$ cat config.mk
export PLATFORM = sky130hd
export DESIGN_NAME = mult_dot_accumulator
export DESIGN_NICKNAME = d
export VERILOG_FILES = /design/src/rtl/mult_dot_accumulator_pkg.sv /design/src/rtl/mult_acc_adder.sv /design/src/rtl/mult_dot_accumulator.sv
export SDC_FILE = /design/constraint.sdc
export NUM_CORES = 1
export LEC_CHECK = 0
export BUFFER_PORTS_ARGS = -buffer_cell sky130_fd_sc_hd__buf_2
export CORE_ASPECT_RATIO = 1.75
export CORE_MARGIN = 2
export CORE_UTILIZATION = 29
export CTS_CLUSTER_DIAMETER = 40
export CTS_CLUSTER_SIZE = 28
export DETAILED_ROUTE_END_ITERATION = 6
export HOLD_SLACK_MARGIN = 0.08
export SETUP_SLACK_MARGIN = 0.3
export SYNTH_ARGS = -nofsm -noshare
export SYNTH_HDL_FRONTEND = slang
export SYNTH_SLANG_ARGS = --single-unit
$ cat constraint.sdc
create_clock -name clk -period 3.9 [get_ports clk]
set_input_delay 0.585 -clock clk [delete_from_list [all_inputs] [get_ports clk]]
set_output_delay 0.585 -clock clk [all_outputs]
set_load 0.01 [all_outputs]
$ cat src/rtl/mult_dot_accumulator_pkg.sv
// Shared types and constants for the product-stream dot-product accumulator.
// The product width matches the 16x16 multiplier that feeds this block.
package mult_dot_accumulator_pkg;

    localparam int MULT_PROD_W = 32;

    typedef enum logic [1:0] {
        IDLE  = 2'd0,
        ACCUM = 2'd1,
        HOLD  = 2'd2
    } acc_state_e;

endpackage

$ cat src/rtl/mult_acc_adder.sv
// Combinational ACC_W-bit adder of a running sum and a zero-extended product,
// with the carry-out exposed for the sticky overflow flag.
module mult_acc_adder #(
    parameter int PROD_W = 32,
    parameter int ACC_W  = 40
) (
    input  logic [ACC_W-1:0]  acc,
    input  logic [PROD_W-1:0] product,
    output logic [ACC_W-1:0]  sum,
    output logic              carry
);

    logic [ACC_W:0] wide_sum;

    assign wide_sum = {1'b0, acc} + {{(ACC_W + 1 - PROD_W){1'b0}}, product};
    assign sum      = wide_sum[ACC_W-1:0];
    assign carry    = wide_sum[ACC_W];

endmodule

$ cat src/rtl/mult_dot_accumulator.sv
// Accumulates vec_len multiplier products into a wide sum and presents the
// result on a valid/ready output; overflow is the OR of all adder carry-outs.
module mult_dot_accumulator
    import mult_dot_accumulator_pkg::*;
#(
    parameter int PROD_W = MULT_PROD_W,
    parameter int ACC_W  = 40,
    parameter int LEN_W  = 8
) (
    input  logic              clk,
    input  logic              rst_n,
    input  logic              start,
    input  logic [LEN_W-1:0]  vec_len,
    input  logic              prod_valid,
    output logic              prod_ready,
    input  logic [PROD_W-1:0] product,
    output logic              res_valid,
    input  logic              res_ready,
    output logic [ACC_W-1:0]  result,
    output logic              overflow,
    output logic              busy
);

    acc_state_e        state_q, state_d;
    logic [ACC_W-1:0]  acc_q, acc_d;
    logic [LEN_W-1:0]  count_q, count_d;
    logic [LEN_W-1:0]  len_q, len_d;
    logic [ACC_W-1:0]  result_q, result_d;
    logic              ovf_q, ovf_d;
    logic [ACC_W-1:0]  add_sum;
    logic              add_carry;

    mult_acc_adder #(
        .PROD_W (PROD_W),
        .ACC_W  (ACC_W)
    ) u_adder (
        .acc     (acc_q),
        .product (product),
        .sum     (add_sum),
        .carry   (add_carry)
    );

    always_ff @(posedge clk) begin
        if (!rst_n) begin
            state_q  <= IDLE;
            acc_q    <= '0;
            count_q  <= '0;
            len_q    <= '0;
            result_q <= '0;
            ovf_q    <= 1'b0;
        end else begin
            state_q  <= state_d;
            acc_q    <= acc_d;
            count_q  <= count_d;
            len_q    <= len_d;
            result_q <= result_d;
            ovf_q    <= ovf_d;
        end
    end

    always_comb begin
        state_d  = state_q;
        acc_d    = acc_q;
        count_d  = count_q;
        len_d    = len_q;
        result_d = result_q;
        ovf_d    = ovf_q;
        case (state_q)
            IDLE: begin
                if (start) begin
                    acc_d   = '0;
                    count_d = '0;
                    ovf_d   = 1'b0;
                    len_d   = vec_len;
                    if (vec_len == '0) begin
                        result_d = '0;
                        state_d  = HOLD;
                    end else begin
                        state_d = ACCUM;
                    end
                end
            end
            ACCUM: begin
                // prod_ready is high for the whole state, so prod_valid alone is the handshake
                if (prod_valid) begin
                    acc_d   = add_sum;
                    count_d = count_q + LEN_W'(1);
                    ovf_d   = ovf_q | add_carry;
                    if (count_q == len_q - LEN_W'(1)) begin
                        result_d = add_sum;
                        state_d  = HOLD;
                    end
                end
            end
            HOLD: begin
                if (res_ready) begin
                    state_d = IDLE;
                end
            end
            default: state_d = IDLE;
        endcase
    end

    assign prod_ready = (state_q == ACCUM);
    assign res_valid  = (state_q == HOLD);
    assign busy       = (state_q != IDLE);
    assign result     = result_q;
    assign overflow   = ovf_q;

endmodule

## After elaboration in Yosys (flattened, before gate mapping)

Index checks and enable logic that the tools add are counted.

| cells by class | value |
|---|---|
| $add $sub $neg | 3 |
| equality and inequality tests | 8 |
| multiplexer cells | 20 |
| bitwise operators | 1 |
| reduce and logical (&&, ||, !) cells | 8 |

Operators with widths:

| kind | number |
|---|---|
| $mux W40 | 6 |
| $pmux W40 S2 | 2 |
| $add A40 B32 Y41 | 1 |
| $mux W8 | 2 |
| $pmux W8 S2 | 1 |
| $mux W2 | 5 |
| $add A8 B1 Y8 const B | 1 |
| $eq A8 B8 Y1 | 1 |
| $logic_not A8 Y1 | 1 |
| $sub A8 B1 Y8 const B | 1 |
| $ne A2 B2 Y1 const B | 3 |
| $pmux W2 S3 | 1 |
| $reduce_and A5 Y1 | 1 |
| $ne A2 B1 Y1 const B | 2 |
| $reduce_and A4 Y1 | 1 |
| $reduce_bool A2 Y1 | 2 |
| $reduce_and A3 Y1 | 1 |
| $eq A2 B1 Y1 const B | 1 |
| $eq A2 B2 Y1 const B | 1 |
| $logic_not A2 Y1 | 1 |
| $mux W1 | 2 |
| $pmux W1 S2 | 1 |
| $reduce_and A2 Y1 | 1 |
| $or A1 B1 Y1 | 1 |

| storage, ports and cells | value |
|---|---|
| bits in registers | 99 |
| bits of input ports | 45 |
| output and inout bits | 44 |
| word-level logic and storage cells | 46 |

## Depth between registers and ports, before layout

Gate-level depths: netlist (run 1).

| depth | value |
|---|---|
| depth in word-level cells | 5 |
| mapped depth | 12 |
| depth with buffers taken out | 11 |

## Hierarchy

Synthesis (run 1) repeated with hierarchy kept, for this count alone.

| unflattened totals | value |
|---|---|
| cells, all modules | 649 |
| area total of the unflattened synthesis | 5,756.8 µm² |

Modules (own cells, without submodules):

| module | instances | cells an instance | area each (µm²) | sequential area each (µm²) |
|---|---|---|---|---|
| mult_dot_accumulator | 1 | 365 | 3,776.1 | 1,981.9 |
| mult_acc_adder | 1 | 284 | 1,980.6 | 0.0 |

## Least setup slack after synthesis (run 1)

Ideal clock, no wire load.

| path | value |
|---|---|
| path type | input port to flip-flop |
| from | input product[0] |
| to | register ovf_q, in the netlist overflow |
| library setup time | 0.117 ns |
| arrival | 2.918 ns |
| data required time | 3.783 ns |
| slack | 0.865 ns |
| stages | 11 |
| buffers on the path | 0 |
| cell sequence | ha_1 fa_1 a21oi_1 o211ai_1 a21oi_1 o2111ai_1 a211oi_2 nor3_4 nor3_1 nor3_1 o22a_1 |

| between the ends | value |
|---|---|
| longest elaborated chain between the ends | 4 |

RTL lines:

| element | RTL line | source |
|---|---|---|
| start: declaration | mult_dot_accumulator.sv:16 | `input logic [PROD_W-1:0] product,` |
| $add A40 B32 Y41 | mult_acc_adder.sv:15 | `assign wide_sum = {1'b0, acc} + {{(ACC_W + 1 - PROD_W){1'b0}}, product};` |
| $or A1 B1 Y1 | mult_dot_accumulator.sv:88 | `ovf_d = ovf_q \| add_carry;` |
| $mux W1 | mult_dot_accumulator.sv:85 | `if (prod_valid) begin` |
| $pmux W1 S2 | mult_dot_accumulator.sv:68 | `case (state_q)` |
| end signal: assignment | mult_dot_accumulator.sv:57 | `ovf_q <= ovf_d;` |
| end: declaration | mult_dot_accumulator.sv:29 | `logic ovf_q, ovf_d;` |

No other way between the ends. The select of a mux whose other input is x is not followed.
A chain may end at the register's enable or synchronous reset.

## Worst setup path after layout (run 1)

| path | value |
|---|---|
| from | register len_q[0] |
| to | register result_q[3], in the netlist result[3] |

| between the ends | value |
|---|---|
| longest elaborated chain between the ends | 4 |

RTL lines:

| element | RTL line | source |
|---|---|---|
| start: declaration | mult_dot_accumulator.sv:27 | `logic [LEN_W-1:0] len_q, len_d;` |
| start signal: assignment | mult_dot_accumulator.sv:55 | `len_q <= len_d;` |
| $sub A8 B1 Y8 | mult_dot_accumulator.sv:89 | `if (count_q == len_q - LEN_W'(1)) begin` |
| $eq A8 B8 Y1 | mult_dot_accumulator.sv:89 |  |
| $ne A2 B1 Y1 (no source line) | - |  |
| $reduce_and A5 Y1 (no source line) | - |  |
| end signal: assignment | mult_dot_accumulator.sv:56 | `result_q <= result_d;` |
| end: declaration | mult_dot_accumulator.sv:28 | `logic [ACC_W-1:0] result_q, result_d;` |

No other way between the ends.

==> summary.txt, run 1 <==
CTS tree -> built
Yosys reg bits -> 99
largest net degree at the start of global routing -> 48
clock latency on the worst-skew pair -> 0.35 ns
cell with the most instances after synthesis -> dfxtp_1
area of the multi-input gates -> 3590 um2
initial antenna violation count -> 0
die width -> 111 um
clock share of power -> 33.0%
CORE AREA -> 19,700 um2
critical path type -> flop to flop
Gate power share -> 27.7%
Yosys cell types -> 63
vias per cell -> 5.28
Startpoint Class -> flop
min-delay src -> result[36]
Final TNS setup -> 0 ns
area grow syn2layout -> 17.2%
Worst Hold End -> result[36]
vias in the first global route -> 5,556
top cells by area, synth -> dfxtp_1 (34%), a21oi_1 (8.0%), ha_1 (7.3%), nand2_1 (6.1%), nor2_1 (4.7%)
post-synthesis cell area -> 5800 um2
FILL cells -> 2,109
Tmin final -> 3.21 ns
Switch Pwr -> 0.982 mW
Total Routing Usage GR -> 17.2%
Clock Sinks -> 99
crit end category -> flop
Die H -> 191 um
CP max FO -> 25
post-synth top area cell -> dfxtp_1
Finished Core Util -> 34.6%
LEAKAGE -> 2.80 nW
sequential element share of the synthesized area -> 34.2%
Arr. time, crit path -> 3.44 ns
num ports -> 89
internal power -> 1.84 mW
Vias -> 5,625
GRT overflow -> 0
CTS buffer count -> 9
gp weighted congestion -> 0.904
sw frac -> 34.8%
Storage cell area -> 1980 um2
final net count -> 896
post-synthesis cell count -> 742
Achievable Freq -> 0.312 GHz
Req. time, crit path -> 4.13 ns
Peak VDD IR -> 0.203 mV
Syn. warnings -> 0
Initial DRC Count -> 263
HPWL Detailed -> 14,100 um
syn nets -> 822
RSZ-0062 raised after global routing -> no
CP Launch Point -> len_q[0]
Final setup viols -> 0
Slew headroom -> 37.9%
Site Rows -> 68
hold path cells -> 2
Port Buffers -> 88
FF-to-FF setup slack -> 0.69 ns
setup bufs post-CTS -> 0
PwrDens -> 415 nW/um2
Worst Hold Class -> flop to flop
Synth top area share -> 34.2%
initial core utilization -> 29.5%
most common flop cell mapped by yosys -> dfxtp_1
Period Utilization, post-route -> 82.2%
share of layout cells above drive strength 1 -> 15.8%
H-tree levels -> 3
Max clock buf depth -> 2
Worst Reg-to-Reg Cells -> 10
Routed WL -> 18,000 um
Post-synth EDFFs -> 0
FF-to-FF End -> result[3]
ys async rst share -> 0%
First-pass DRT Iterations -> 5
clock-pin slew on the worst setup and hold paths -> 0.08 ns
register share of total power -> 39.2%
Worst Skew -> 0.0122 ns
DR WL/cell -> 16.9 um
die area -> 21,200 um2
n_diodes -> 0
Post-CTS Resized -> 0
Root Driver -> clkbuf_16
first-pass GRT wire length -> 29,100 um
DRT antenna net count -> 0
max-slew violations -> 0
worst flop-to-flop path startpoint -> len_q[0]
Post-synth top cells -> dfxtp_1 (99), nand2_1 (94), a21oi_1 (93)
hold_buf cts -> 0
remaining routing DRC violations -> 0
Final Hold Viols -> 0
Slew @ Worst Pin -> 0.932 ns
status -> complete, no violations
total of max-cap violations -> 0
synthesized area per cell -> 7.81 um2
-- how the worst max path moves through the flow --
stage / end / slack, ns
finish: result[3] / 0.69
global route: result[13] / 0.38
floorplan: overflow / 0.87
detailed placement: overflow / 0.35
global placement: result[38] / 0.44
CTS: result[3] / 0.59
-- layout make-up --
cell class	instances	area share (%)
tap	245	4.51
clock buffer	10	3.37
inverter	21	1.16
sequential	99	29.2
multi-input combinational	584	52.8
clock inverter	6	1.09
timing repair buffer	101	7.92
-- power by group through the flow --
stage	Clock (mW)	Combinational [mW]	Sequential, mW
finish	0.931	0.782	1.11
global route	0.998	0.867	1.11
CTS	0.955	0.789	1.11
detailed placement	0	0.785	1.13
global placement	0	0.781	1.13
floorplan	0	0.530	1.13
-- worst max-delay path, cell delays in order (launching register included) --
cell	delay (ns)
dfxtp_1	0.43
inv_1	0.07
ha_1	0.23
and2_1	0.19
a211oi_1	0.24
o31ai_1	0.13
a41oi_1	0.44
or3_1	0.81
buf_4	0.31
mux2i_1	0.19
nor2_1	0.05
-- per-layer routing --
metal	vias to the layer above	GRT usage, %	part of all wire, %
met5	-	0	0
met4	0	8.03	3.9
met3	34	2.63	3.9
met2	145	33.4	55
met1	2638	17.8	37
li1	2808	-	-
-- layout by cell type (no fill, tap or decap), types with 4 or more instances in the layout --
master and instances:
o21ai_0 18, nor2b_1 5, xnor2_1 30, and2_1 5, o211ai_1 8, o21ai_1 18
o31ai_1 7, mux2i_1 4, xor2_1 16, dfxtp_1 99, buf_2 88, inv_1 19
or3_1 9, nand2_1 94, and3_1 6, a21o_1 12, nand3_1 40, a31oi_1 6
or4_1 4, nand4_1 14, nor2_1 71, clkbuf_16 9, o21a_1 4, nand2b_1 5
ha_1 34, a22o_1 8, a21oi_1 93, o21bai_1 5, a22oi_1 6, nor3_1 13
o311ai_1 5, buf_4 13
-- registers in the layout, indices dropped and copies added (netlist names) --
register and flops:
overflow 1, state_q 2, len_q 8, count_q 8, result 40, acc_q 40
-- through the flow --
step           setup slack, ns  cell area [um2]  power, mW  hold WS, ns  instances
2_1_floorplan            0.865             5800       1.66        0.436        742
3_3_place_gp             0.441             6490       1.91        0.436       1050
3_5_place_dp             0.355             6490       1.92        0.440       1050
4_1_cts                  0.593             6800       2.85        0.450       1066
5_1_grt                  0.376             6800       2.98        0.472       1066
6_report                 0.695             6800       2.82        0.443       1066
-- kinds of logic after synthesis --
group                      synth area share, %
AOI/OAI and AO/OA                         24.2
adders and majority gates                 7.68
muxes                                    0.691
DFF                                       34.2
buffers and inverters                     4.08
and+or+nand+nor                           22.2
xor gates and xnor gates                  6.95
Note: power is estimated with default switching activity, not from simulation.
==> run 2: changes to the inputs <==
ABC_AREA = 1   (was default)
clock period = 2.6 ns   (was 3.9 ns; I/O delays follow)
==> run 2 against run 1 <==
Net effect: routed wire length grew 40%; sequential power grew 120%; cell area grew 27%; maximum frequency grew 44%; critical path depth grew 1; core utilization grew 1.4 points; non-clock buffer count grew 23; worst setup slack lost 0.32 ns; synthesized cell count grew 63%.
==> summary.txt, run 2 <==
status -> complete, no violations
syn nets -> 1,293
Final Hold Viols -> 0
Arr. time, crit path -> 2.55 ns
n_diodes -> 0
highest-count cells in the layout ignoring fill and taps -> nand2_1 (347), inv_1 (188), nor2_1 (178)
CORE AREA -> 23,900 um2
Slowest-stage cell, CP -> ha_1
Vias -> 7,670
Max clock buf depth -> 2
Clock Sinks -> 99
gp weighted congestion -> 0.918
Gate power share -> 59.6%
clock share of power -> 14.7%
Syn. warnings -> 0
Final Non-Filler Cells -> 1,628
Post-synth top cells -> nand2_1 (355), nor2_1 (191), inv_1 (190)
Slew headroom -> 63.9%
critical path type -> flop to flop
GRT overflow -> 0
Switch Pwr -> 4.59 mW
Post-synth EDFFs -> 0
area grow syn2layout -> 22.1%
largest net degree at the start of global routing -> 87
dpl cells -> 1,601
ys async rst share -> 0%
Worst Hold Class -> input port to flop
Req. time, crit path -> 2.92 ns
sequential element share of the synthesized area -> 28.1%
internal power -> 4.76 mW
initial core utilization -> 29.4%
CTS tree -> built
vias in the first global route -> 7,385
max incr delay on CP -> 0.38 ns
First-pass DRT Iterations -> 5
synthesized area per cell -> 5.81 um2
initial antenna violation count -> 0
max-slew violations -> 0
CP max FO -> 6
Period Utilization, post-route -> 85.6%
post-synth top area cell -> dfxtp_1
Crit path top cell by count -> nor2_1
first-pass GRT wire length -> 37,500 um
CP Buf/Inv Count -> 1
Tmin final -> 2.22 ns
Peak VDD IR -> 0.376 mV
Die H -> 210 um
remaining routing DRC violations -> 0
power after layout -> 9.35 mW
crit end category -> flop
DR WL/cell -> 15.5 um
CP top delay family -> simple AND/OR/NAND/NOR gates
HPWL Detailed -> 18,700 um
hold_buf cts -> 0
most common flop cell mapped by yosys -> dfxtp_1
LEAKAGE -> 4.49 nW
vias per cell -> 4.71
clock-pin slew on the worst setup and hold paths -> 0.08 ns
DRT antenna net count -> 0
H-tree levels -> 3
Slew @ Worst Pin -> 0.541 ns
Root Driver -> clkbuf_16
Worst Skew -> 0.0145 ns
Synth top area share -> 28.1%
share of layout cells above drive strength 1 -> 15.3%
register share of total power -> 25.6%
clock latency on the worst-skew pair -> 0.39 ns
Site Rows -> 75
PwrDens -> 1090 nW/um2
CTS buffer count -> 9
Achievable Freq -> 0.450 GHz
top cells by area, synth -> dfxtp_1 (28%), nand2_1 (19%), nor2_1 (10%), inv_1 (10%), a21oi_1 (6.7%)
Yosys cell types -> 36
num ports -> 89
die width -> 122 um
total of max-cap violations -> 0
final net count -> 1,395
Port Buffers -> 88
Total Routing Usage GR -> 19.0%
Startpoint Class -> flop
post-synthesis cell area -> 7040 um2
sw frac -> 49.1%
CP Cell Sequence -> ha_1 -> nand2_1 -> nor2_1 -> inv_1 -> nor2_1 -> nand3_2 -> nand3_1 -> nand2_1 -> nor2_1 -> nor2_1 -> nor2_1
Yosys reg bits -> 99
Final setup viols -> 0
RSZ-0062 raised after global routing -> yes
FF-to-FF setup slack -> 0.38 ns
commonest non-fill, non-tap cell in the layout -> nand2_1
post-synthesis cell count -> 1,213
die area -> 25,600 um2
Initial DRC Count -> 326
Routed WL -> 25,300 um
cell with the most instances after synthesis -> nand2_1
## run 2: metrics by stage
stage                     setup TNS [ns]  hold WS [ns]  utilization [%]  setup WS, ns  cell area [um2]
after floorplan                        0         0.441                -         0.511             7040
after global placement           -0.0370         0.451             33.2       -0.0239             7930
after detailed placement          -0.106         0.457             33.2       -0.0279             7930
after CTS                              0         0.284             34.4         0.278             8230
after global routing                   0         0.302             35.9         0.271             8600
final                                  0         0.291             35.9         0.375             8600
## run 2: logic make-up (layout without fill, tap and decap cells)
family | count (synthesis) | after routing | synth area share (%)
AOI/OAI and AO/OA | 179 | 179 | 13.2
and+or+nand+nor | 667 | 667 | 39.0
buffers and inverters | 225 | 332 | 12.4
xor gates and xnor gates | 8 | 8 | 0.995
adders and majority gates | 35 | 35 | 6.32
DFF | 99 | 99 | 28.1
## run 2: final timing paths
check              from    endpoint  cells after the start
max           acc_q[29]  result[31]                     11
min          vec_len[7]    len_q[7]                      3
max reg2reg   acc_q[29]  result[31]                     11
min reg2reg    acc_q[0]    acc_q[0]                      2
## run 2: layout make-up
class                           instances  area [um2]
Clock inverter                          7        58.8
Sequential cell                        99        1980
Inverter                              192         724
Clock buffer                            9         225
Timing Repair Buffer                  124         830
Multi-Input combinational cell        889        4390
Tap cell                              308         385
Fill cell                            2709       15300
## run 2: worst min-delay path, stage by stage
cell,delay (ns)
buf_2,0.09
o21ai_0,0.08
nor2_1,0.08
## run 2: metal layers
layer | wire length, um | track usage, % | vias to the layer above
met5 | 0 | 0 | -
met4 | 1350 | 10.1 | 0
met3 | 902 | 2.60 | 60
met2 | 13900 | 37.4 | 153
met1 | 9100 | 18.6 | 3470
li1 | - | - | 3987
## run 2: timing repair
item | CTS | global route
setup buffers | 0 | 6
gates resized for setup | 4 | 53
endpoints found under the setup margin | 13 | 55
pin swaps | 1 | 0
cloned | 0 | 5
## run 2: power groups by stage
stage	registers, mW	logic [mW]	clock network, mW
3_3_place_gp	2.42	4.99	0
2_1_floorplan	2.47	3.34	0
5_1_grt	2.46	6.24	1.46
6_report	2.40	5.58	1.38
3_5_place_dp	2.43	5.02	0
4_1_cts	2.40	5.06	1.42
==> run 3: changes to the inputs <==
CAP_MARGIN = 40   (was default)
CTS_CLUSTER_SIZE = default   (was 28)
clock period = 2.3 ns   (was 2.6 ns; I/O delays follow)
==> run 3 against run 2 <==
Net effect: sequential share of layout area shrank 4.3 points; largest power group unchanged; maximum frequency increased by 9.7%; count of clock-buffer cells in the layout up 1; combinational power rose by 55%; sequential power grew 18%; clock skew is 0.0010 ns lower; worst setup slack worse by 0.10 ns; critical path depth grew 2; first-iteration DRC count up 14%; worst hold slack worse by 0.046 ns; routed wire length is 3.3% higher; global-route usage is 0.87 points higher.
==> summary.txt, run 3 (same netlist as run 2, synthesis figures left out) <==
Slew @ Worst Pin -> 0.343 ns
die area -> 25,600 um2
Req. time, crit path -> 2.58 ns
Initial DRC Count -> 372
Clock Sinks -> 99
DRT antenna net count -> 0
Final Hold Viols -> 0
critical path type -> flop to flop
Peak VDD IR -> 0.514 mV
CP top delay family -> simple AND/OR/NAND/NOR gates
total of max-cap violations -> 0
vias per cell -> 4.72
Total Routing Usage GR -> 19.9%
HPWL Detailed -> 19,300 um
Tmin final -> 2.03 ns
Die H -> 210 um
Root Driver -> clkbuf_16
Startpoint Class -> flop
CTS tree -> built
final net count -> 1,483
Port Buffers -> 88
Final WS setup -> 0.272 ns
Worst Skew -> 0.0135 ns
CORE AREA -> 23,900 um2
remaining routing DRC violations -> 0
CP Buf/Inv Count -> 1
Period Utilization, post-route -> 88.2%
die width -> 122 um
gp weighted congestion -> 0.905
Storage cell area -> 2020 um2
worst hold slack -> 0.245 ns
first-pass GRT wire length -> 39,000 um
Site Rows -> 75
status -> complete, no violations
commonest non-fill, non-tap cell in the layout -> nand2_1
DR WL/cell -> 15.2 um
highest-count cells in the layout ignoring fill and taps -> nand2_1 (256), inv_1 (177), nor2_1 (130)
LEAKAGE -> 5.27 nW
FILL cells -> 2,520
Arr. time, crit path -> 2.30 ns
FF-to-FF setup slack -> 0.27 ns
crit end category -> flop
hold_buf cts -> 0
H-tree levels -> 3
initial antenna violation count -> 0
Slowest-stage cell, CP -> fa_2
Worst Hold Class -> input port to flop
n_diodes -> 0
RSZ-0062 raised after global routing -> yes
max incr delay on CP -> 0.35 ns
clock-pin slew on the worst setup and hold paths -> 0.08 ns
Routed WL -> 26,100 um
area grow syn2layout -> 53.1%
area of the multi-input gates -> 5810 um2
CP Cell Sequence -> ha_4 -> fa_2 -> nand3_2 -> nand3_4 -> buf_6 -> nand4_1 -> nand3_4 -> nand2_4 -> nand3_2 -> nand2_1 -> nor2_2 -> nor2_1 -> nor2_1
share of layout cells above drive strength 1 -> 39.8%
Achievable Freq -> 0.493 GHz
clock latency on the worst-skew pair -> 0.38 ns
CTS buffer count -> 9
num ports -> 89
PwrDens -> 1210 nW/um2
CP max FO -> 5
max-slew violations -> 0
Max clock buf depth -> 2
vias in the first global route -> 7,891
First-pass DRT Iterations -> 5
largest net degree at the start of global routing -> 40
Slew headroom -> 77.0%
Place WS -> -0.202 ns
Vias -> 8,096
GRT overflow -> 0
Final setup viols -> 0
initial core utilization -> 29.4%
run 3: layout make-up:
class                   count  share of cell area, %
flip-flops and latches     99                   18.7
well taps                 308                   3.57
multi-input cells         889                   53.8
repair buffers            212                   14.5
inverters                 192                   6.73
clock inverters             6                  0.487
clock buffers              10                   2.22
run 3: path summary, 6_finish.rpt:
| kind | depth (start not counted) | endpoint | start |
|---|---|---|---|
| setup / recovery | 13 | result[36] | acc_q[0] |
| hold reg to reg | 1 | count_q[7] | count_q[7] |
| setup reg to reg | 13 | result[36] | acc_q[0] |
| hold / removal | 3 | len_q[7] | vec_len[7] |
run 3: stage by stage:
step	std cells	utilization [%]	instance area, um2	power (mW)	setup TNS, ns
after floorplan	1213	-	7050	6.57	0
after global placement	1662	35.0	8380	8.85	-1.97
after detailed placement	1662	35.0	8380	8.90	-2.53
after CTS	1692	39.6	9480	11.5	0
after global routing	1716	45.1	10800	14.1	0
final	1716	45.1	10800	13.1	0
run 3: where the power goes:
part | leakage (nW) | switching [mW] | total [mW] | internal, mW
clock | 0.143 | 0.780 | 1.57 | 0.786
sequential | 0.823 | 0.458 | 2.82 | 2.36
combinational | 4.31 | 4.96 | 8.67 | 3.71
total | 5.27 | 6.20 | 13.1 | 6.86
run 3: layer usage:
| layer | vias up | wire (um) | GRT usage, % |
|---|---|---|---|
| met5 | - | 0 | 0 |
| met4 | 0 | 1140 | 10.4 |
| met3 | 56 | 683 | 2.52 |
| met2 | 163 | 14700 | 38.0 |
| met1 | 3714 | 9610 | 20.5 |
| li1 | 4163 | - | - |
run 3: what timing repair did:
item | in CTS | in global routing
setup endpoints to repair | 70 | 70
pin swaps | 23 | 121
cloned | 2 | 3
buffers inserted | 12 | 21
resized for setup | 149 | 286
hold endpoints to repair | 0 | 0
run 3: worst min-delay path: cells and delay by family:
family | cells | cell delay (ns)
buffers and inverters | 1 | 0.09
AO/OA/AOI/OAI | 1 | 0.08
AND/OR/NAND/NOR | 1 | 0.08
